### src/rtl/bin_to_bcd_seq_pkg.sv
// Shared encodings for the sequential binary-to-BCD converter: FSM states,
// double-dabble adjust constants and active-low 7-segment {g..a} patterns.
package bin_to_bcd_seq_pkg;

  typedef enum logic [1:0] {
    ST_IDLE = 2'd0,
    ST_CONV = 2'd1,
    ST_DONE = 2'd2
  } state_t;

  localparam logic [3:0] BCD_ADJ_THRESH = 4'd5;
  localparam logic [3:0] BCD_ADJ_ADD    = 4'd3;

  localparam logic [6:0] SEG_0     = 7'h40;
  localparam logic [6:0] SEG_1     = 7'h79;
  localparam logic [6:0] SEG_2     = 7'h24;
  localparam logic [6:0] SEG_3     = 7'h30;
  localparam logic [6:0] SEG_4     = 7'h19;
  localparam logic [6:0] SEG_5     = 7'h12;
  localparam logic [6:0] SEG_6     = 7'h02;
  localparam logic [6:0] SEG_7     = 7'h78;
  localparam logic [6:0] SEG_8     = 7'h00;
  localparam logic [6:0] SEG_9     = 7'h10;
  localparam logic [6:0] SEG_BLANK = 7'h7F;

  // Nibble correction applied before each shift; stays within 4 bits.
  function automatic logic [3:0] bcd_adj(input logic [3:0] nib);
    return (nib >= BCD_ADJ_THRESH) ? nib + BCD_ADJ_ADD : nib;
  endfunction

endpackage

### src/rtl/bin_to_bcd_seq_seg7_decode.sv
// One BCD nibble to active-low 7-segment {g..a}; codes 10..15 show blank.
module bcd_seg7_decode
  import bin_to_bcd_seq_pkg::*;
(
  input  logic [3:0] digit,
  output logic [6:0] seg
);

  always_comb begin
    seg = SEG_BLANK;
    case (digit)
      4'd0: seg = SEG_0;
      4'd1: seg = SEG_1;
      4'd2: seg = SEG_2;
      4'd3: seg = SEG_3;
      4'd4: seg = SEG_4;
      4'd5: seg = SEG_5;
      4'd6: seg = SEG_6;
      4'd7: seg = SEG_7;
      4'd8: seg = SEG_8;
      4'd9: seg = SEG_9;
      default: seg = SEG_BLANK;
    endcase
  end

endmodule

### src/rtl/bin_to_bcd_seq.sv
// Sequential shift-and-add-3 binary-to-BCD converter, one bit per clock.
// Optional registered 7-segment outputs when BIN_TO_BCD_SEVEN_SEG_EN is defined.
//
//   state   | meaning
//   IDLE    | in_ready=1, waiting for in_valid
//   CONV    | adjusting and shifting one bit per edge
//   DONE    | out_valid=1, result held until out_ready
module bin_to_bcd_seq
  import bin_to_bcd_seq_pkg::*;
#(
  parameter int IN_W   = 6,
  parameter int DIGITS = 2
) (
  input  logic                  clk,
  input  logic                  rst_n,
  input  logic                  in_valid,
  output logic                  in_ready,
  input  logic [IN_W-1:0]       in_data,
  output logic                  out_valid,
  input  logic                  out_ready,
  output logic [4*DIGITS-1:0]   bcd
`ifdef BIN_TO_BCD_SEVEN_SEG_EN
  ,
  output logic [7*DIGITS-1:0]   seg
`endif
);

  localparam int SH_W  = 4*DIGITS + IN_W;
  localparam int CNT_W = (IN_W > 1) ? $clog2(IN_W) : 1;
  localparam logic [CNT_W-1:0] CNT_LAST = CNT_W'(IN_W - 1);

  state_t            state;
  logic [CNT_W-1:0]  cnt;
  logic [SH_W-1:0]   sh;
  logic [SH_W-1:0]   sh_adj;
  logic [SH_W-1:0]   sh_next;

  // All digits adjusted in parallel, then the whole {bcd_acc,bin} shifts once.
  always_comb begin
    sh_adj = sh;
    for (int i = 0; i < DIGITS; i++) begin
      sh_adj[IN_W + 4*i +: 4] = bcd_adj(sh[IN_W + 4*i +: 4]);
    end
    sh_next = {sh_adj[SH_W-2:0], 1'b0};
  end

`ifdef BIN_TO_BCD_SEVEN_SEG_EN
  logic [7*DIGITS-1:0] seg_next;

  for (genvar g = 0; g < DIGITS; g++) begin : g_seg
    bcd_seg7_decode u_dec (
      .digit (sh_next[SH_W - 4*DIGITS + 4*g +: 4]),
      .seg   (seg_next[7*g +: 7])
    );
  end
`endif

  always_ff @(posedge clk or negedge rst_n) begin
    if (!rst_n) begin
      state     <= ST_IDLE;
      in_ready  <= 1'b1;
      out_valid <= 1'b0;
      bcd       <= '0;
      cnt       <= '0;
      sh        <= '0;
`ifdef BIN_TO_BCD_SEVEN_SEG_EN
      seg       <= '1;
`endif
    end else begin
      case (state)
        ST_IDLE: begin
          if (in_valid) begin
            sh       <= {{(4*DIGITS){1'b0}}, in_data};
            cnt      <= '0;
            in_ready <= 1'b0;
            state    <= ST_CONV;
          end
        end
        ST_CONV: begin
          sh  <= sh_next;
          cnt <= cnt + CNT_W'(1);
          if (cnt == CNT_LAST) begin
            bcd       <= sh_next[SH_W-1 -: 4*DIGITS];
`ifdef BIN_TO_BCD_SEVEN_SEG_EN
            seg       <= seg_next;
`endif
            out_valid <= 1'b1;
            state     <= ST_DONE;
          end
        end
        ST_DONE: begin
          if (out_ready) begin
            out_valid <= 1'b0;
            in_ready  <= 1'b1;
            state     <= ST_IDLE;
          end
        end
        default: begin
          out_valid <= 1'b0;
          in_ready  <= 1'b1;
          state     <= ST_IDLE;
        end
      endcase
    end
  end

endmodule

### config.mk
export PLATFORM = sky130hd
export DESIGN_NAME = bin_to_bcd_seq
export DESIGN_NICKNAME = d
export VERILOG_FILES = /design/src/rtl/bin_to_bcd_seq_pkg.sv /design/src/rtl/bin_to_bcd_seq_seg7_decode.sv /design/src/rtl/bin_to_bcd_seq.sv
export SDC_FILE = /design/constraint.sdc
export NUM_CORES = 1
export LEC_CHECK = 0
export CAP_MARGIN = 20
export CORE_MARGIN = 2
export CORE_UTILIZATION = 30
export DETAILED_ROUTE_END_ITERATION = 16
export PLACE_DENSITY_LB_ADDON = 0.05
export SETUP_SLACK_MARGIN = 0.3
export SLEW_MARGIN = 10
export SYNTH_ARGS = -nofsm -noshare
export SYNTH_HDL_FRONTEND = slang
export SYNTH_SLANG_ARGS = --single-unit
### constraint.sdc
create_clock -name clk -period 3.5 [get_ports clk]
set_input_delay 0.525 -clock clk [delete_from_list [all_inputs] [get_ports clk]]
set_output_delay 0.525 -clock clk [all_outputs]
set_load 0.02 [all_outputs]
==> results of run 1 <==
-- worst paths after layout --
path | from | end | depth (start not counted)
max in group asynchronous | rst_n | in_ready | 2
min reg2reg | bcd[4] | bcd[4] | 2
min | bcd[4] | bcd[4] | 2
min in group asynchronous | rst_n | bcd[2] | 2
max | in_ready | in_ready | 1
max reg2reg | sh[6] | sh[8] | 6
-- through the flow --
stage	instance area, um2	utilization [%]
global placement	1630	36.93
floorplan	1403	-
finish	1717	38.89
global route	1717	38.89
CTS	1717	38.89
detailed placement	1630	36.93
-- layer usage --
layer | track usage [%] | vias up | wire length (um)
met1 | 15.16 | 502 | 1336
met5 | 0 | - | 0
met2 | 19.98 | 21 | 1364
li1 | - | 534 | -
met4 | 4.938 | 0 | 38
met3 | 2.917 | 5 | 106
-- power by group through the flow --
stage,logic [mW],clock network (mW),registers [mW]
detailed placement,0.656,0,0.609
CTS,0.658,0.290,0.605
finish,0.644,0.280,0.603
floorplan,0.423,0,0.628
global placement,0.641,0,0.608
global route,0.723,0.304,0.631
-- layout make-up --
type                            instances  area, um2  area share, %
Sequential cell                        29      726.9          42.35
Timing Repair Buffer                   21      205.2          11.95
Multi-Input combinational cell        102      614.3          35.79
Inverter                                5      18.77          1.093
Clock buffer                            7      86.33          5.029
Tap cell                               52      65.06          3.790
-- kinds of logic (layout without fill, tap and decap cells) --
logic type	count (synthesis)	count (layout)	share of synthesized area (%)
AOI/OAI and AO/OA	47	47	18.56
xor gates and xnor gates	2	2	1.249
adders and majority gates	6	6	5.352
buffers and inverters	12	33	4.370
DFF	29	29	51.83
muxes	3	3	2.676
and+or+nand+nor	44	44	15.97
-- state kept, by name, summed over array words and instances (netlist names) --
signal / cells
bcd: 8
cnt: 3
in_ready: 1
out_valid: 1
sh: 14
state: 2
-- worst min-delay path, cell delays in order (launching register included) --
cell and delay [ns]:
dfrtp_1 0.34, nand2_1 0.05, o21ai_0 0.06
-- cell usage after synthesis --
library cell,count
a21oi_1,11
a22o_1,1
a22oi_1,5
a31oi_1,2
and2b_1,1
buf_2,1
buf_4,2
buf_6,1
clkbuf_1,3
dfrtp_1,28
dfstp_2,1
ha_1,6
inv_1,5
mux2_2,2
mux2_4,1
nand2_1,21
nand2b_1,3
nand3_1,2
nand3_4,1
nor2_1,4
nor2b_1,7
nor3_1,2
nor3b_1,3
o21ai_0,22
o21ai_1,4
o21bai_1,1
o22a_1,1
xnor2_1,2
==> flow_summary.html, run 1 <==
<table>
<tr><th>Metric</th><th>Value</th></tr>
<tr><th colspan="2">Status</th></tr>
<tr><td>Result of the run</td><td>finished, final reports clean</td></tr>
<tr><th colspan="2">Finish</th></tr>
<tr><td>Antenna Diode Count</td><td>0</td></tr>
<tr><td>Share of final-layout standard cells stronger than drive strength 1</td><td>7.927%</td></tr>
<tr><td>Fillcell total</td><td>451</td></tr>
<tr><td>Commonest cells after routing, fill and taps aside</td><td>dfrtp_1, o21ai_0, nand2_1, clkdlybuf4s50_1, a21oi_1</td></tr>
<tr><td>Commonest non-fill, non-tap cell in the layout</td><td>dfrtp_1</td></tr>
<tr><td>NumNets Final</td><td>180</td></tr>
<tr><td>Area delta synth-&gt;final</td><td>22.39%</td></tr>
<tr><td>Post-route non-filler standard cell count</td><td>216</td></tr>
<tr><th colspan="2">Critical path</th></tr>
<tr><td>Dominant delay contributor by cell family on the critical path</td><td>buffers and inverters</td></tr>
<tr><td>Largest stage delay on the critical path</td><td>0.60 ns</td></tr>
<tr><td>CP Capture Type</td><td>output port</td></tr>
<tr><td>Largest fanout of any net on the critical path</td><td>3</td></tr>
<tr><td>Nature of the critical path startpoint</td><td>flop</td></tr>
<tr><td>Worst reg-to-reg setup slack</td><td>1.82 ns</td></tr>
<tr><td>Crit path buf inv count</td><td>1</td></tr>
<tr><td>Worst EP arrival</td><td>1.42 ns</td></tr>
<tr><td>Slowest stage cell, crit path</td><td>clkdlybuf4s50_1</td></tr>
<tr><td>Critical path required time</td><td>2.97 ns</td></tr>
<tr><td>CP Cell Sequence</td><td>clkdlybuf4s50_1</td></tr>
<tr><td>Critical path class</td><td>flop to output port</td></tr>
<tr><th colspan="2">Timing</th></tr>
<tr><td>Slew HR</td><td>41.32%</td></tr>
<tr><td>Hold Vio Cnt, Final</td><td>0</td></tr>
<tr><td>Total of endpoints with negative setup slack in the final report</td><td>0</td></tr>
<tr><td>Worst setup skew after layout</td><td>0.005330 ns</td></tr>
<tr><td>Final Max Slew Viols</td><td>0</td></tr>
<tr><td>Final worst path period need</td><td>1.941 ns</td></tr>
<tr><td>Summed negative setup slack over all endpoints</td><td>0 ns</td></tr>
<tr><td>Transition time at the pin with the least slew margin</td><td>0.8784 ns</td></tr>
<tr><td>Post-layout worst setup margin</td><td>1.559 ns</td></tr>
<tr><td>Crit share post-route</td><td>55.45%</td></tr>
<tr><td>Post-Route Hold Slack</td><td>0.4746 ns</td></tr>
<tr><td>Maximum achievable frequency</td><td>515.2 MHz</td></tr>
<tr><td>Unrepaired setup endpoints after global routing</td><td>false</td></tr>
<tr><th colspan="2">Place</th></tr>
<tr><td>Cells after DPL</td><td>209</td></tr>
<tr><td>Detailed-placement wirelength estimate</td><td>1.899 mm</td></tr>
<tr><td>Worst slack at placement</td><td>1.264 ns</td></tr>
<tr><td>Gp weighted congestion</td><td>0.7565</td></tr>
<tr><td>Number of input and output port buffers inserted</td><td>19</td></tr>
<tr><th colspan="2">Routing</th></tr>
<tr><td>Via-to-Cell Ratio</td><td>4.917</td></tr>
<tr><td>DR pass1 iterations</td><td>3</td></tr>
<tr><td>Antenna viol nets, final</td><td>0</td></tr>
<tr><td>Violation count after the first detailed-route iteration</td><td>50</td></tr>
<tr><td>Number of design rule violations left after detail routing</td><td>0</td></tr>
<tr><td>Aggregate routed wire length</td><td>2.845 mm</td></tr>
<tr><td>Mean routed wirelength per cell</td><td>13.17 um</td></tr>
<tr><td>Total number of vias</td><td>1,062</td></tr>
<tr><th colspan="2">Yosys</th></tr>
<tr><td>Average cell area after synthesis</td><td>9.808 um2</td></tr>
<tr><td>Share of synthesized area occupied by flip-flops and latches</td><td>51.83%</td></tr>
<tr><td>Largest area contributor in the synthesized netlist</td><td>dfrtp_1</td></tr>
<tr><td>Share of the synthesized area in the top cell type</td><td>49.96%</td></tr>
<tr><td>Synthesized instance count</td><td>143</td></tr>
<tr><td>Synth Register Bits</td><td>29</td></tr>
<tr><td>Total of warnings raised by yosys</td><td>0</td></tr>
<tr><td>Net count of the mapped netlist</td><td>159</td></tr>
<tr><td>Top post-synthesis cells by area</td><td>dfrtp_1, o21ai_0, nand2_1, ha_1, a21oi_1</td></tr>
<tr><td>Number of different library cells in the post-synthesis netlist</td><td>28</td></tr>
<tr><td>Netlist area before placement</td><td>1403 um2</td></tr>
<tr><th colspan="2">Power and ir drop</th></tr>
<tr><td>Pleak</td><td>0.7357 nW</td></tr>
<tr><td>Combinational power share</td><td>42.2%</td></tr>
<tr><td>Clock group share of total power</td><td>18.3%</td></tr>
<tr><td>Seq pwr share</td><td>39.5%</td></tr>
<tr><td>Peak VDD IR</td><td>0.2638 mV</td></tr>
<tr><td>Net switching fraction of the power</td><td>38.91%</td></tr>
<tr><td>Net Sw Power</td><td>0.5939 mW</td></tr>
<tr><td>Internal power</td><td>0.9326 mW</td></tr>
<tr><td>Total Power Consumption</td><td>1.527 mW</td></tr>
<tr><td>Pwr per Cell Area</td><td>889.2 nW/um2</td></tr>
<tr><th colspan="2">Global routing</th></tr>
<tr><td>GR Overflow Total</td><td>0</td></tr>
<tr><td>Number of antenna violations at the first check in global routing</td><td>0</td></tr>
<tr><td>Pin count of the biggest net entering global routing</td><td>30</td></tr>
<tr><td>Overall track demand over capacity in global routing</td><td>12.09%</td></tr>
<tr><td>First-pass GRT wire length</td><td>4.899 mm</td></tr>
<tr><td>Via count of the first global-routing pass</td><td>1,055</td></tr>
<tr><th colspan="2">Die</th></tr>
<tr><td>Core Region</td><td>4414 um2</td></tr>
<tr><td>Y dimension of the die</td><td>72.38 um</td></tr>
<tr><td>I/O pin count</td><td>20</td></tr>
<tr><td>Site row count</td><td>24</td></tr>
<tr><td>Initial cell density of the core</td><td>31.77%</td></tr>
<tr><td>Die Area</td><td>5238 um2</td></tr>
<tr><td>Die outline width</td><td>72.38 um</td></tr>
<tr><th colspan="2">Clock tree</th></tr>
<tr><td># resized after CTS</td><td>0</td></tr>
<tr><td>Clock transition at the registers of the reported paths</td><td>0.06 ns</td></tr>
<tr><td># hold bufs at CTS</td><td>0</td></tr>
<tr><td>Cell at the root of the clock tree</td><td>clkbuf_8</td></tr>
<tr><td>CTS H-tree depth</td><td>2</td></tr>
<tr><td>Maximum number of buffers from clock root to sink</td><td>2</td></tr>
<tr><td>Postcts setup bufs</td><td>0</td></tr>
<tr><td>Num CTS Buffers</td><td>5</td></tr>
<tr><td>Worst-skew pair later-pin latency</td><td>0.27 ns</td></tr>
<tr><td>Count of clock tree sinks</td><td>29</td></tr>
<tr><td>TritonCTS clock tree</td><td>yes</td></tr>
<tr><th colspan="2">Job</th></tr>
<tr><td>Max-capacitance violation count</td><td>0</td></tr>
<tr><th colspan="2">Min path</th></tr>
<tr><td>Worst Hold Class</td><td>flop to flop</td></tr>
</table>
No activity file was read; power rests on OpenSTA's default activity.
==> run 2, diff against run 1 <==
==> constraint.sdc (replaced) <==
create_clock -name clk -period 1.7 [get_ports clk]
set_input_delay 0.255 -clock clk [delete_from_list [all_inputs] [get_ports clk]]
set_output_delay 0.255 -clock clk [all_outputs]
set_load 0.02 [all_outputs]
==> run 2 against run 1 <==
  * Critical endpoint is now sh[8]
  * Highest routed layer unchanged
  * Core utilization up 4.5 points
  * Die area unchanged
  * Largest power group unchanged
  * Non-clock buffer count up 12
  * Cell area up 12%
  * Clock skew up 0.0029 ns
  * Total power up 130%
==> flow_summary.html, run 2 (synthesized netlist as in run 1, its figures left out) <==
<table>
<tr><th>Metric</th><th>Value</th></tr>
<tr><th colspan="2">Clock tree</th></tr>
<tr><td>Clock transition at the registers of the reported paths</td><td>0.06 ns</td></tr>
<tr><td>Cell at the root of the clock tree</td><td>clkbuf_8</td></tr>
<tr><td>Maximum number of buffers from clock root to sink</td><td>2</td></tr>
<tr><td>Worst-skew pair later-pin latency</td><td>0.28 ns</td></tr>
<tr><td># hold bufs at CTS</td><td>0</td></tr>
<tr><td>CTS H-tree depth</td><td>2</td></tr>
<tr><td>Num CTS Buffers</td><td>5</td></tr>
<tr><td>Count of clock tree sinks</td><td>29</td></tr>
<tr><td>TritonCTS clock tree</td><td>yes</td></tr>
<tr><th colspan="2">Place</th></tr>
<tr><td>Number of input and output port buffers inserted</td><td>19</td></tr>
<tr><td>Gp weighted congestion</td><td>0.7871</td></tr>
<tr><td>Detailed-placement wirelength estimate</td><td>2.013 mm</td></tr>
<tr><th colspan="2">Die</th></tr>
<tr><td>Site row count</td><td>24</td></tr>
<tr><td>Y dimension of the die</td><td>72.38 um</td></tr>
<tr><td>Die Area</td><td>5238 um2</td></tr>
<tr><td>I/O pin count</td><td>20</td></tr>
<tr><td>Core Region</td><td>4414 um2</td></tr>
<tr><td>Initial cell density of the core</td><td>31.77%</td></tr>
<tr><td>Die outline width</td><td>72.38 um</td></tr>
<tr><th colspan="2">Finish</th></tr>
<tr><td>Register bank with the most flops</td><td>sh</td></tr>
<tr><td>Sequential standard cell area</td><td>730.7 um2</td></tr>
<tr><td>Commonest cells after routing, fill and taps aside</td><td>dfrtp_1, nand2_1, o21ai_0, buf_4</td></tr>
<tr><td>Max reg flops</td><td>14</td></tr>
<tr><td>Share of final-layout standard cells stronger than drive strength 1</td><td>27.12%</td></tr>
<tr><td>Top Registers</td><td>sh x14, bcd x8, cnt x3</td></tr>
<tr><td>Area delta synth-&gt;final</td><td>36.57%</td></tr>
<tr><td>Fillcell total</td><td>419</td></tr>
<tr><td>NumNets Final</td><td>192</td></tr>
<tr><td>Multi-input logic area</td><td>733.2 um2</td></tr>
<tr><td>Commonest non-fill, non-tap cell in the layout</td><td>dfrtp_1</td></tr>
<tr><td>Antenna Diode Count</td><td>0</td></tr>
<tr><th colspan="2">Routing</th></tr>
<tr><td>Total number of vias</td><td>1,111</td></tr>
<tr><td>Via-to-Cell Ratio</td><td>4.852</td></tr>
<tr><td>Mean routed wirelength per cell</td><td>13.24 um</td></tr>
<tr><td>Met2 wirelength from detailed routing</td><td>1.395 mm</td></tr>
<tr><td>Number of design rule violations left after detail routing</td><td>0</td></tr>
<tr><td>Aggregate routed wire length</td><td>3.032 mm</td></tr>
<tr><td>Met1 wire length</td><td>1.440 mm</td></tr>
<tr><td>Violation count after the first detailed-route iteration</td><td>46</td></tr>
<tr><td>Top routing layer used</td><td>met4</td></tr>
<tr><td>DR pass1 iterations</td><td>4</td></tr>
<tr><td>Antenna viol nets, final</td><td>0</td></tr>
<tr><td>Total length of routed met3 wires</td><td>160 um</td></tr>
<tr><th colspan="2">Global routing</th></tr>
<tr><td>Via count of the first global-routing pass</td><td>1,072</td></tr>
<tr><td>Overall track demand over capacity in global routing</td><td>12.83%</td></tr>
<tr><td>GR Overflow Total</td><td>0</td></tr>
<tr><td>Pin count of the biggest net entering global routing</td><td>30</td></tr>
<tr><td>Number of antenna violations at the first check in global routing</td><td>0</td></tr>
<tr><td>First-pass GRT wire length</td><td>5.133 mm</td></tr>
<tr><th colspan="2">Critical path</th></tr>
<tr><td>Nature of the critical path startpoint</td><td>flop</td></tr>
<tr><td>RR Endpoint</td><td>sh[8]</td></tr>
<tr><td>Critical path required time</td><td>1.90 ns</td></tr>
<tr><td>R2R Path Start</td><td>sh[7]</td></tr>
<tr><td>Worst EP arrival</td><td>1.62 ns</td></tr>
<tr><td>Largest fanout of any net on the critical path</td><td>3</td></tr>
<tr><td>CP Cell Sequence</td><td>inv_2, ha_4, nand2b_4, a21oi_4, mux2_4, o21ai_2</td></tr>
<tr><td>Largest stage delay on the critical path</td><td>0.38 ns</td></tr>
<tr><td>CP Capture Type</td><td>flop</td></tr>
<tr><td>Slowest stage cell, crit path</td><td>dfrtp_1</td></tr>
<tr><td>Critical path class</td><td>flop to flop</td></tr>
<tr><td>Worst reg-to-reg setup slack</td><td>0.28 ns</td></tr>
<tr><td>Number of cells on the worst reg-to-reg path</td><td>6</td></tr>
<tr><th colspan="2">Timing</th></tr>
<tr><td>Transition time at the pin with the least slew margin</td><td>0.3807 ns</td></tr>
<tr><td>Final Max Slew Viols</td><td>0</td></tr>
<tr><td>Post-Route Hold Slack</td><td>0.3652 ns</td></tr>
<tr><td>Crit share post-route</td><td>83.44%</td></tr>
<tr><td>Unrepaired setup endpoints after global routing</td><td>true</td></tr>
<tr><td>Maximum achievable frequency</td><td>705.0 MHz</td></tr>
<tr><td>Hold Vio Cnt, Final</td><td>0</td></tr>
<tr><td>Worst setup skew after layout</td><td>0.008218 ns</td></tr>
<tr><td>Slew HR</td><td>74.62%</td></tr>
<tr><td>Final worst path period need</td><td>1.418 ns</td></tr>
<tr><td>Total of endpoints with negative setup slack in the final report</td><td>0</td></tr>
<tr><td>Summed negative setup slack over all endpoints</td><td>0 ns</td></tr>
<tr><th colspan="2">Min path</th></tr>
<tr><td>Worst Hold Class</td><td>primary input to asynchronous set/reset pin</td></tr>
<tr><th colspan="2">Power and ir drop</th></tr>
<tr><td>Total Power Consumption</td><td>3.572 mW</td></tr>
<tr><td>Pwr per Cell Area</td><td>1865 nW/um2</td></tr>
<tr><td>Peak VDD IR</td><td>0.5830 mV</td></tr>
<tr><td>Pleak</td><td>0.8426 nW</td></tr>
<tr><th colspan="2">Job</th></tr>
<tr><td>Max-capacitance violation count</td><td>0</td></tr>
<tr><th colspan="2">Status</th></tr>
<tr><td>Result of the run</td><td>finished, final reports clean</td></tr>
</table>
-- run 2: routing by layer --
| metal | vias to the layer above | global-route usage [%] |
|---|---|---|
| met3 | 5 | 4.167 |
| met4 | 0 | 4.115 |
| met2 | 30 | 20.29 |
| met1 | 518 | 16.71 |
| li1 | 558 | - |
| met5 | - | 0 |
-- run 2: layout make-up --
type                    instances  share of cell area [%]
clock buffers                   8                   4.180
well taps                      52                   3.396
multi-input cells             102                   38.28
flip-flops and latches         29                   38.14
repair buffers                 33                   15.02
inverters                       5                  0.9798
-- run 2: stage by stage --
step,area (um2),std cells,utilization (%),worst slack [ns]
after floorplan,1443,143,-,0.2948
after global placement,1715,215,38.86,0.1827
after detailed placement,1715,215,38.86,0.1239
after CTS,1862,227,42.18,0.2628
after global routing,1916,229,43.40,0.2237
final,1916,229,43.40,0.2816
-- run 2: repair_timing --
item                                    in CTS  in global routing
gates resized for setup                     23                 13
endpoints found under the setup margin      17                 16
pin swaps                                    3                  1
setup buffers                                4                  2
cloned                                       0                  0
-- run 2: worst max-delay path, delay by kind of cell (launching register included) --
family                     cells  cell delay (ns)
adders and majority gates      1             0.15
AOI/OAI and AO/OA              2             0.25
buffers and inverters          1             0.08
muxes                          1             0.34
DFF                            1             0.38
and+or+nand+nor                1             0.14
-- run 2: worst max path at each step --
stage          startpoint  endpoint  cells past startpoint
3_3_place_gp     in_valid  in_ready                      5
2_1_floorplan       sh[7]     sh[8]                      6
6_report            sh[7]     sh[8]                      6
3_5_place_dp     in_valid     sh[1]                      5
4_1_cts             sh[6]     sh[8]                      6
5_1_grt             sh[7]     sh[8]                      6
-- run 2: power breakdown --
part           switching (mW)  internal, mW
clock network           0.243         0.290
registers               0.286         0.989
logic                   0.887         0.876
